$ cat src/rtl/fetch_stage_pkg.sv
// Shared types for the front-end fetch stage.
package fetch_stage_pkg;

  localparam int unsigned XLEN = 32;
  localparam logic [XLEN-1:0] RESET_PC_DEFAULT = 32'h1eceb000;

  // Packet pushed into the instruction queue; pc occupies the MSBs.
  typedef struct packed {
    logic [XLEN-1:0] pc;
    logic [XLEN-1:0] inst;
    logic [XLEN-1:0] pc_next;
  } fetch_pkt_t;

  typedef enum logic [1:0] {
    IDLE,
    WAIT,
    DISCARD
  } fetch_state_t;

endpackage

$ cat src/rtl/fetch_stage.sv
// Instruction fetch stage: owns the PC, issues one-word reads, and pushes
// {pc, inst, pc_next} packets into the instruction queue.
module fetch_stage
  import fetch_stage_pkg::*;
#(
  parameter logic [XLEN-1:0] RESET_PC = RESET_PC_DEFAULT
) (
  input  logic            clk,
  input  logic            rst,
  input  logic            redirect,
  input  logic [XLEN-1:0] redirect_pc,
  output logic [XLEN-1:0] imem_addr,
  output logic [3:0]      imem_rmask,
  input  logic [XLEN-1:0] imem_rdata,
  input  logic            imem_resp,
  input  logic            iq_full,
  output logic            iq_push,
  output fetch_pkt_t      iq_pkt
);

  fetch_state_t    r_state;
  logic [XLEN-1:0] r_pc;
  logic [XLEN-1:0] r_req_pc;
  logic            r_hold_valid;
  fetch_pkt_t      r_hold_pkt;

  fetch_state_t    w_state_next;
  fetch_pkt_t      w_resp_pkt;
  logic            w_resp_wanted;
  logic            w_can_issue;
  logic            w_drain;
  logic            w_push_resp;
  logic            w_capture;

  // Issue/push decisions; request and push are combinational so a hitting
  // downstream sustains one instruction per cycle.
  always_comb begin
    w_resp_pkt    = '{pc: r_req_pc, inst: imem_rdata, pc_next: r_req_pc + 32'd4};
    w_resp_wanted = (r_state == WAIT) && imem_resp;
    w_can_issue   = !rst && !redirect && !iq_full && !r_hold_valid &&
                    ((r_state == IDLE) || imem_resp);
    w_drain       = !rst && !redirect && r_hold_valid && !iq_full;
    w_push_resp   = !rst && !redirect && w_resp_wanted && !iq_full;
    w_capture     = !rst && !redirect && w_resp_wanted && iq_full;

    imem_addr  = r_pc;
    imem_rmask = w_can_issue ? 4'hF : 4'h0;
    iq_push    = w_drain || w_push_resp;
    iq_pkt     = r_hold_valid ? r_hold_pkt : w_resp_pkt;
  end

  // Next state: redirect wins; an outstanding request without a response
  // must still be drained, so it moves to DISCARD.
  always_comb begin
    w_state_next = r_state;
    if (redirect) begin
      w_state_next = ((r_state != IDLE) && !imem_resp) ? DISCARD : IDLE;
    end else if (w_can_issue) begin
      w_state_next = WAIT;
    end else if ((r_state != IDLE) && imem_resp) begin
      w_state_next = IDLE;
    end
  end

  // State, PC, outstanding-request address and single-entry hold buffer.
  always_ff @(posedge clk) begin
    if (rst) begin
      r_state      <= IDLE;
      r_pc         <= RESET_PC;
      r_req_pc     <= RESET_PC;
      r_hold_valid <= 1'b0;
      r_hold_pkt   <= '0;
    end else begin
      r_state <= w_state_next;
      if (redirect) begin
        r_pc <= redirect_pc;
      end else if (w_can_issue) begin
        r_pc <= r_pc + 32'd4;
      end
      if (w_can_issue) begin
        r_req_pc <= r_pc;
      end
      if (redirect || w_drain) begin
        r_hold_valid <= 1'b0;
      end else if (w_capture) begin
        r_hold_valid <= 1'b1;
        r_hold_pkt   <= w_resp_pkt;
      end
    end
  end

endmodule

$ cat config.mk
export PLATFORM = sky130hd
export DESIGN_NAME = fetch_stage
export DESIGN_NICKNAME = d
export VERILOG_FILES = /design/src/rtl/fetch_stage_pkg.sv /design/src/rtl/fetch_stage.sv
export SDC_FILE = /design/constraint.sdc
export NUM_CORES = 1
export LEC_CHECK = 0
export CAP_MARGIN = 20
export CORE_ASPECT_RATIO = 2
export CORE_MARGIN = 2
export CORE_UTILIZATION = 54
export CTS_CLUSTER_SIZE = 25
export DETAILED_ROUTE_END_ITERATION = 8
export PLACE_DENSITY = 0.86
export SLEW_MARGIN = 20
export SYNTH_ARGS = -nofsm -noshare
export SYNTH_HDL_FRONTEND = slang
export SYNTH_SLANG_ARGS = --single-unit
$ cat constraint.sdc
create_clock -name clk -period 4.3 [get_ports clk]
set_input_delay 0.86 -clock clk [delete_from_list [all_inputs] [get_ports clk]]
set_output_delay 0.86 -clock clk [all_outputs]
set_load 0.03 [all_outputs]
# [Word level (Yosys, flattened, before mapping)]
# Index checks and enable logic that the tools add are counted.
[totals] register_bits=163 out_inout_bits=133 wordCells=45
[op_classes] addsub=2 n_eq_ne=1 muxes=8 bitwise_logic=1 reduce_logical=26
[op_table] cell="$mux 96" n=1
[op_table] cell="$add 32x3->32 const B" n=2
[op_table] cell="$mux 32" n=2
[op_table] cell="$logic_and 1x1->1" n=12
[op_table] cell="$mux 2" n=4
[op_table] cell="$logic_not 1->1" n=5
[op_table] cell="$mux 4" n=1
[op_table] cell="$reduce_bool 2->1" n=2
[op_table] cell="$logic_or 1x1->1" n=3
[op_table] cell="$reduce_bool 3->1" n=1
[op_table] cell="$eq 2x1->1 const B" n=1
[op_table] cell="$logic_not 2->1" n=1
[op_table] cell="$reduce_and 2->1" n=1
[op_table] cell="$reduce_or 2->1" n=1
[op_table] cell="$not 1->1" n=1

# [Depth between registers and ports, before layout]
[depth] word_depth=7 mapped_depth=8

# [Worst setup path before layout]
# OpenSTA, ideal clock, no wires.
[synth_path] path_type="input to output" from="input redirect" to="output imem_rmask[0]" arrival_ns=2.382 setup_slack_ns=1.058 stages=6 n_path_buf=3 cell_sequence="clkbuf_1 > nor2_1 > nand3_1 > clkinv_1 > buf_1 > buf_4"
[synth_via] elab_chain_cells=6
[synth_rtl] element="from (decl)" line_no="fetch_stage.sv:10" source="input logic redirect,"
[synth_rtl] element="$logic_not 1->1" line_no="fetch_stage.sv:40" source="w_can_issue = !rst && !redirect && !iq_full && !r_hold_valid &&"
[synth_rtl] element="$logic_and 1x1->1 (4 in series)" line_no="fetch_stage.sv:40"
[synth_rtl] element="net w_can_issue" line_no="fetch_stage.sv:30" source="logic w_can_issue;"
[synth_rtl] element="$mux 4" line_no="fetch_stage.sv:47" source="imem_rmask = w_can_issue ? 4'hF : 4'h0;"
[synth_rtl] element="to (decl)" line_no="fetch_stage.sv:13" source="output logic [3:0] imem_rmask,"
# The timed path passes the listed nets, and every way through them passes these cells.

==> results by group <==
Run status
  – Status: finished clean

Timing
  – Max Clock Freq: 0.240 GHz
  – Setup tns final: 0 ns
  – Clock period minus worst slack: 4.17 ns
  – RSZ-0062 raised after global routing: no
  – Hold Vio Cnt, Final: 0
  – Final setup fails: 0
  – Final Max Slew Viols: 0
  – Least-Margin Pin Slew: 1.06 ns
  – Final worst slack: 0.135 ns
  – Clock Skew: 0.0106 ns
  – Crit share post-route: 96.9%
  – Relative slew slack: 28.9%

Setup path
  – Worst Path Required: 3.44 ns
  – Critical Path Fanout Max: 14
  – CP arrival: 3.31 ns
  – Crit start category: flip-flop
  – Critical path class: reg -> out
  – Crit end category: primary output

Clock tree
  – Clk buf depth: 2
  – Cell at the root of the clock tree: clkbuf_16
  – CTS tree: built
  – Number of CTS-inserted buffers: 17
  – Total clock sinks: 161
  – Setup repair bufs after CTS: 0
  – CTS Hold Bufs: 0
  – Clock latency on the worst-skew pair: 0.43 ns
  – Post-CTS resize count: 0
  – H-tree depth: 4
  – Clock-pin slew on the worst setup and hold paths: 0.06 ns

Drt
  – First drt pass iteration count: 5
  – DRC violations left: 0
  – ANT nets after route: 0
  – Vias per inst: 6.14
  – Routed wire per std cell: 18.8 um
  – DRT iter0 DRCs: 637
  – Final WL: 27,100 um
  – Vias: 8,836

Power and ir drop
  – Power Density: 316 nW/um^2
  – LEAKAGE: 3.74 nW
  – Net switching power: 999 uW
  – Sequential power share: 45.4%
  – Switching Share: 28.6%
  – Max VDD drop: 0.000267 V
  – Internal: 2.50 mW
  – Comb pwr share: 14.9%
  – Tot Pwr: 3.50 mW
  – Clk pwr share: 39.6%

Placed design
  – Cells after DPL: 1,409
  – RD Place Congestion: 0.925
  – Hpwl dp: 19,200 um
  – IO Port Bufs: 201
  – DP Worst Slack: 0.610 ns

Global routing
  – Initial antenna violation count: 0
  – Overflow after GRT: 0
  – Vias in the first global route: 8,574
  – All-Layer GR Usage: 31.7%
  – First-pass GRT wire length: 42,600 um
  – Largest net degree at the start of global routing: 101

Yosys
  – Primary FF master, synth: dfxtp_1
  – Total number of yosys warnings: 0
  – Number of synthesized flops with an enable pin: 0
  – Synth area leaders: dfxtp_1, nand2_1, mux2_2
  – Mean Syn Cell Area: 7.83 um^2
  – Syn_nets: 1,156
  – Mapped Area: 8490 um^2
  – Dominant cell type by area after synthesis: dfxtp_1
  – Sequential area share after synthesis: 37.9%
  – Post-synth ARST share: 0%
  – Top cell type's share of synthesized area: 37.9%
  – Synth Register Bits: 161
  – Gate Count Post-Synth: 1,085
  – Post-synthesis cell type count: 59

Floorplan
  – Die area: 16,800 um^2
  – I/O pins: 202
  – Core ar.: 15,400 um^2
  – Die height: 181 um
  – Chip width: 92.7 um
  – Row count: 64
  – Starting Density: 55.2%

Finish
  – Nets: 1,301
  – Area Growth Syn to Fin: 30.3%
  – # diodes: 0
  – Non-Filler Instances: 1,440
  – Share of cells above drive strength 1: 10.8%
  – Layout Utilization: 72.0%
  – Number of fill cells: 1,221

Flow run
  – Max_cap viols: 0

Min path
  – Hold crit path type: reg -> reg
Yosys cell counts (4+ instances only):
cell type	number
or3_1	6
nand4_1	25
nor4_1	40
and3_1	4
a21oi_1	103
and2_1	5
and4_1	15
a221o_1	7
a31oi_1	15
o21ai_0	13
nor2_1	74
nand3b_1	15
xor2_1	7
nand2_1	228
o21a_1	5
buf_4	7
mux2_2	64
buf_2	13
nor2b_1	4
o31ai_1	13
dfxtp_1	161
nand2b_1	4
nand3_1	31
clkbuf_1	70
or4_1	16
nor3_1	26
buf_1	6
a211oi_1	16
inv_1	15
a21o_1	6
a211o_1	4
a311oi_1	15
xnor2_1	9
critical path, stage by stage (launching register included):
cell and delay (ns):
dfxtp_1 0.57, nand4_1 0.28, or4_4 0.65, or4_4 0.51, a31oi_1 0.18, clkdlybuf4s50_1 0.69
cell usage in the layout, fill, tap and decap left out, types with 16 or more instances in the layout:
cell	n
nand2_1	227
clkdlybuf4s50_1	199
dfxtp_1	160
a21oi_1	103
nor2_1	74
mux2_2	64
nor4_1	39
nand3_1	31
nor3_1	26
nand4_1	25
buf_4	22
clkbuf_16	17
or4_1	16
a211oi_1	16
worst paths after layout:
check | start | endpoint | slack (ns) | depth (start not counted)
max | r_req_pc[14]$_SDFFE_PP0P_ | iq_pkt[28] | 0.13 | 5
min | r_hold_pkt[44]$_SDFFE_PP0P_ | r_hold_pkt[44]$_SDFFE_PP0P_ | 0.45 | 2
max reg2reg | imem_addr[4]$_SDFFE_PP0P_ | imem_addr[29]$_SDFFE_PP0P_ | 1.94 | 4
min reg2reg | r_hold_pkt[44]$_SDFFE_PP0P_ | r_hold_pkt[44]$_SDFFE_PP0P_ | 0.45 | 2
power by group through the flow:
stage,registers (mW),logic [mW],clock network (mW)
floorplan,1.64,0.260,0
global placement,1.62,0.513,0
detailed placement,1.62,0.518,0
CTS,1.59,0.521,1.40
global route,1.59,0.551,1.46
finish,1.59,0.522,1.39
through the flow:
stage / area, um^2 / hold WS [ns]
2_1_floorplan: 8490 / 0.433
3_3_place_gp: 10500 / 0.438
3_5_place_dp: 10500 / 0.445
4_1_cts: 11100 / 0.455
5_1_grt: 11100 / 0.473
6_report: 11100 / 0.451
layer usage:
layer	wire (um)	vias up	part of all wire, %	global-route usage, %
li1	-	4200	-	-
met1	9300	4096	34	32.3
met2	14500	431	53	58.1
met3	1560	109	5.8	4.71
met4	1780	0	6.6	21.2
met5	0	-	0	0
area by class of cell:
| class | instances | area [um^2] | area share, % |
|---|---|---|---|
| Multi-Input combinational cell | 811 | 4810 | 43.4 |
| Sequential cell | 161 | 3230 | 29.1 |
| Timing Repair Buffer | 223 | 2200 | 19.8 |
| Clock buffer | 17 | 425 | 3.84 |
| Tap cell | 198 | 248 | 2.24 |
| Clock inverter | 14 | 108 | 0.972 |
| Inverter | 16 | 60.1 | 0.542 |
sequential cells by signal, indices dropped and copies added, names as in the netlist:
| name | flops |
|---|---|
| r_state | 2 |
| r_hold_pkt | 94 |
| r_req_pc | 32 |
| imem_addr | 32 |
| r_hold_valid | 1 |
cells by family after synthesis:
group           after synthesis  share of synthesized area [%]
compound gates              220                           16.7
simple gates                507                           29.1
mux                          66                           8.72
fa+ha+maj                     2                          0.295
buf+inv                     113                           5.58
flops                       161                           37.9
xor+xnor                     16                           1.65
No activity file was read; power rests on OpenSTA's default activity.
